==> config.mk <==
export PLATFORM = sky130hd
export DESIGN_NAME = dsp_frame_scheduler
export DESIGN_NICKNAME = d
export VERILOG_FILES = /design/src/rtl/dsp_pkg.sv /design/src/rtl/axis_reg_slice.sv /design/src/rtl/dsp_frame_scheduler.sv
export SDC_FILE = /design/constraint.sdc
export NUM_CORES = 1
export LEC_CHECK = 0
export ABC_AREA = 1
export BUFFER_PORTS_ARGS = -buffer_cell sky130_fd_sc_hd__buf_2
export CAP_MARGIN = 25
export CORE_MARGIN = 3
export CORE_UTILIZATION = 58
export CTS_BUF_LIST = sky130_fd_sc_hd__clkbuf_2 sky130_fd_sc_hd__clkbuf_4 sky130_fd_sc_hd__clkbuf_8
export DETAILED_ROUTE_END_ITERATION = 10
export PLACE_DENSITY = 0.83
export SLEW_MARGIN = 40
export SYNTH_ARGS = -nofsm -noshare
export SYNTH_HDL_FRONTEND = slang
export SYNTH_HIERARCHICAL = 1
export SYNTH_SLANG_ARGS = --single-unit
==> constraint.sdc <==
create_clock -name hclk -period 2.72 [get_ports hclk]
set_clock_uncertainty 0.15 [all_clocks]
set_input_delay 0.272 -clock hclk [delete_from_list [all_inputs] [get_ports hclk]]
set_output_delay 0.272 -clock hclk [all_outputs]
set_load 0.02 [all_outputs]
==> src/rtl/dsp_pkg.sv <==
// Shared types and constants for the DSP frame scheduler.
// Holds the FSM state encoding and the width of the drop counter.
package dsp_pkg;

  typedef enum logic [1:0] {
    ST_IDLE  = 2'd0,
    ST_RUN   = 2'd1,
    ST_FLUSH = 2'd2
  } state_t;

  localparam int DROP_W = 16;
  localparam logic [DROP_W-1:0] DROP_MAX = '1;

endpackage

==> src/rtl/axis_reg_slice.sv <==
// One-entry AXI-Stream output register.
// A load takes priority over a drain, so a beat can be replaced in the cycle it transfers.
module axis_reg_slice #(
  parameter int W = 34
) (
  input  logic         clk,
  input  logic         rst,
  input  logic         ce,
  input  logic         clr,
  input  logic         load,
  input  logic [W-1:0] din,
  input  logic         out_ready,
  output logic [W-1:0] dout,
  output logic         out_valid
);

  always_ff @(posedge clk or posedge rst) begin
    if (rst) begin
      dout      <= '0;
      out_valid <= 1'b0;
    end else if (clr) begin
      out_valid <= 1'b0;
    end else if (ce) begin
      if (load) begin
        dout      <= din;
        out_valid <= 1'b1;
      end else if (out_ready) begin
        out_valid <= 1'b0;
      end
    end
  end

endmodule

==> src/rtl/dsp_frame_scheduler.sv <==
// Frame scheduler: decimates an always-accepted sample stream into framed
// AXI-Stream output with tuser/tlast markers, frame irq and drop counting.
module dsp_frame_scheduler
  import dsp_pkg::*;
#(
  parameter int DW = 32,
  parameter int LW = 16
) (
  input  logic              hclk,
  input  logic              hreset,
  input  logic              ce,
  input  logic [LW-1:0]     cfg_len,
  input  logic [7:0]        cfg_decim,
  input  logic              cfg_single,
  input  logic              start,
  input  logic              abort,
  input  logic [DW-1:0]     tdata_s,
  input  logic              tvalid_s,
  output logic              tready_s,
  output logic [DW-1:0]     tdata_m,
  output logic              tvalid_m,
  input  logic              tready_m,
  output logic              tuser_m,
  output logic              tlast_m,
  output logic              busy,
  output logic              irq_frame,
  output logic [DROP_W-1:0] drop_cnt
);

  state_t          state_q, state_d;
  logic [LW-1:0]   len_q, idx_q;
  logic [7:0]      dec_q, ph_q;
  logic            single_q;
  logic [DROP_W-1:0] drop_q;
  logic            irq_q;

  logic            start_go, acc_run, keep, load, drop, is_last, xfer;
  logic [DW+1:0]   slice_q;

  assign tready_s  = ce;
  assign busy      = (state_q != ST_IDLE);
  assign irq_frame = irq_q;
  assign drop_cnt  = drop_q;
  assign {tlast_m, tuser_m, tdata_m} = slice_q;

  always_comb begin
    state_d  = state_q;
    start_go = 1'b0;
    xfer     = ce & tvalid_m & tready_m;
    acc_run  = ce & tvalid_s & (state_q == ST_RUN);
    keep     = acc_run & (ph_q == 8'd0);
    // Register is free if empty or draining this same cycle.
    load     = keep & (~tvalid_m | tready_m);
    drop     = keep & ~load;
    is_last  = (idx_q == len_q);
    case (state_q)
      ST_IDLE: if (ce && start) begin
        state_d  = ST_RUN;
        start_go = 1'b1;
      end
      ST_RUN:   if (load && is_last && single_q) state_d = ST_FLUSH;
      ST_FLUSH: if (xfer && tlast_m) state_d = ST_IDLE;
      default:  state_d = ST_IDLE;
    endcase
    if (abort) state_d = ST_IDLE;
  end

  always_ff @(posedge hclk or posedge hreset) begin
    if (hreset) state_q <= ST_IDLE;
    else        state_q <= state_d;
  end

  always_ff @(posedge hclk or posedge hreset) begin
    if (hreset) begin
      len_q    <= '0;
      dec_q    <= '0;
      single_q <= 1'b0;
      idx_q    <= '0;
      ph_q     <= '0;
      drop_q   <= '0;
      irq_q    <= 1'b0;
    end else if (abort) begin
      idx_q <= '0;
      ph_q  <= '0;
      irq_q <= 1'b0;
    end else if (ce) begin
      irq_q <= xfer & tlast_m;
      if (start_go) begin
        len_q    <= cfg_len;
        dec_q    <= cfg_decim;
        single_q <= cfg_single;
        idx_q    <= '0;
        ph_q     <= '0;
        drop_q   <= '0;
      end
      if (acc_run) ph_q <= (ph_q == dec_q) ? 8'd0 : ph_q + 8'd1;
      if (drop && drop_q != DROP_MAX) drop_q <= drop_q + DROP_W'(1);
      // Dropped samples leave the index alone so frames never have holes.
      if (load) begin
        if (is_last) begin
          idx_q <= '0;
          if (!single_q) begin
            len_q    <= cfg_len;
            dec_q    <= cfg_decim;
            single_q <= cfg_single;
            ph_q     <= '0;
          end
        end else begin
          idx_q <= idx_q + LW'(1);
        end
      end
    end
  end

  axis_reg_slice #(.W(DW + 2)) u_slice (
    .clk       (hclk),
    .rst       (hreset),
    .ce        (ce),
    .clr       (abort),
    .load      (load),
    .din       ({is_last, (idx_q == '0), tdata_s}),
    .out_ready (tready_m),
    .dout      (slice_q),
    .out_valid (tvalid_m)
  );

endmodule

==> impl_metrics.ini <==
[sta]
timing_hold_violations_final = 0
tightest_slew_ps = 556.4
setup-tns-final_ps = 0
finalCriticalPeriod_ps = 2430
fin_crit_sh_pct = 89.34
maxSlewViolCount = 0
fmax_mhz = 411.5
rsz0062_at_grt = no
slew_headroom_pct = 62.85
setup_violations = 0

[cts]
cts_resized = 0
path_clk_slew_ps = 110
cts_tree = done
postCtsHoldBufs = 34
cts.sinks = 103
root_buffer = clkbuf_8
postCtsSetupBuffers = 0
numCtsBuffers = 9
h-tree-depth = 3
clock_latency_ps = 380
clk_path_buf_depth = 2

[placement]
place_area_sq_um = 6705
dp_hpwl_microns = 11140
port-buffer-count = 117
gp_congestion = 0.9351

[worst_setup_path]
r2r_setup_slack_ps = 290
r2r_cells = 9
cp.required_ps = 2850
crit_start = ph_q[0]
cp.arrival_ps = 2560
reg2reg_to = u_slice/dout[10]
cp_slowest_cell = dfrtp_1
cp_cell_sequence = inv_1 -> ha_1 -> nor3b_2 -> nand3_1 -> nor2_4 -> buf_4 -> nand3_4 -> nand2_1 -> nand2_1
crit_path_end_kind = flop
worstSetupPathType = flop to flop
crit_fanout = 35
cp-start-kind = flop
cp-endpoint = u_slice/dout[10]
cp_slowest_stage_delay_ps = 440
r2r_start = ph_q[0]
cpMostUsedCell = nand2_1

[routing]
drcViolationCount = 0
avgRoutedWirePerCell_microns = 14.68
vias = 5924
routed_wl_microns = 15950
via_per_inst = 5.450
firstDrtPassIters = 5
drt_iter0_drc = 514
ant_nets = 0

[yosys]
yosys_warnings = 6
syn_nets = 874
synth_cell_types = 42
synth.cell_area_sq_um = 6066
syn_avg_cell_area_sq_um = 7.535
ys_ff_latch = 103
yosysSeqAreaShare_pct = 42.49
postSynthCellCount = 805

[global_route]
antenna_found_initial = 0
grt_pass1_wl_microns = 26670
grt_max_degree = 45
grt_pass1_vias = 5520
grt-ovfl-total = 0
grt_usage_pct = 28.54

[pwr]
p_per_area_nw_per_um2 = 521.1
p_leak_nw = 3.815
ir_drop_uv = 326.7

[final_layout]
drive_gt1_share_pct = 20.99
fin_area_sq_um = 7272
final_common_cell = nand2_1
nets = 1017
mostFrequentLayoutCells = nand2_1, buf_2, dfrtp_1, nand4_1, nor2_1
syn2layout_area_growth_pct = 19.88
fillers = 805

[floorplanning]
initial_core_util_pct = 60.94
chipWidth_microns = 108.3
io_pins = 118
die_h_microns = 108.3
die_area_sq_um = 11720
core_sq_um = 9955
num_rows = 36

[job]
cap_violations = 0

[run_status]
status = finished clean

[min_path]
hold_class = input port to flop
## sequential cells by signal (all words and copies together), names as in the netlist
signal and flops:
u_slice/dout 34, u_slice/out_valid 1, single_q 1, dec_q 8, len_q 16, ph_q 8, irq_frame 1, state_q 2
drop_cnt 16, idx_q 16
## cells in the mapped netlist (all sizes together)
cell type,number,share of area [%]
buf,29,3.7
xnor2,8,1.2
dfrtp,103,42
nor3b,2,0.33
inv,66,4.1
a21oi,17,1.6
o21ai,22,2.1
nand4,73,7.6
nor2,78,5.4
a31oi,2,0.21
and2,1,0.10
nand3,57,6.0
a211oi,1,0.12
a21boi,1,0.12
or2,2,0.21
a31o,1,0.14
o22ai,1,0.10
nand2,290,18
a22oi,1,0.12
o21a,2,0.25
nor3,14,1.3
nor4,1,0.10
ha,5,1.0
xor2,20,2.9
clkbuf,8,0.52
## cell type report
| cell class | instances | area, sq um | share of cell area, % |
|---|---|---|---|
| Sequential cell | 103 | 2577 | 35.44 |
| Clock buffer | 10 | 137.6 | 1.893 |
| Antenna cell | 1 | 2.502 | 0.03441 |
| Tap cell | 133 | 166.4 | 2.288 |
| Clock inverter | 6 | 66.31 | 0.9119 |
| Inverter | 66 | 247.7 | 3.407 |
| Multi-Input combinational cell | 599 | 2995 | 41.19 |
| Timing Repair Buffer | 169 | 1079 | 14.83 |
## through the flow
step	utilization (%)	hold WS (ps)	power (mW)	worst slack, ps	instances
2_1_floorplan	-	268.9	2.485	586.5	805
3_3_place_gp	67.36	209.5	2.738	407.4	1034
3_5_place_dp	67.36	212.6	2.762	343.3	1034
4_1_cts	72.83	0.3324	3.798	332.6	1084
5_1_grt	73.03	0.5181	4.005	115.1	1086
6_report	73.05	2.388	3.789	289.8	1087
## per-layer routing
layer,up-vias,global-route usage [%],part of all wire (%)
li1,2914,-,-
met3,44,4.478,5.4
met1,2774,37.38,41
met4,0,10.37,3.1
met2,192,48.18,51
met5,-,0,0
## worst max-delay path, delay by kind of cell, from the launching register on
kind / cells / cell delay, ps
simple gates: 6 / 1150
fa+ha+maj: 1 / 140
flops: 1 / 440
buf+inv: 2 / 440
## where the power goes
group	internal [mW]	total, mW	switching (mW)
Combinational	0.348	0.949	0.601
Clock	0.456	1.00	0.545
Sequential	1.71	1.84	0.134
## how the worst min path moves through the flow
stage | cells past startpoint | startpoint | endpoint
after global placement | 2 | hreset | dec_q[7]
final | 3 | tdata_s[31] | u_slice/dout[31]
after detailed placement | 2 | hreset | dec_q[7]
after global routing | 3 | tdata_s[3] | u_slice/dout[3]
after CTS | 3 | tdata_s[31] | u_slice/dout[31]
after floorplan | 2 | cfg_single | single_q
## cells by family after synthesis
logic type / synth area share, %
AO/OA/AOI/OAI: 4.786
buffers and inverters: 8.292
AND/OR/NAND/NOR: 39.36
XOR/XNOR: 4.043
adder cells (fa/ha/maj): 1.031
flip-flops: 42.49
Note: power is estimated with default switching activity, not from simulation.
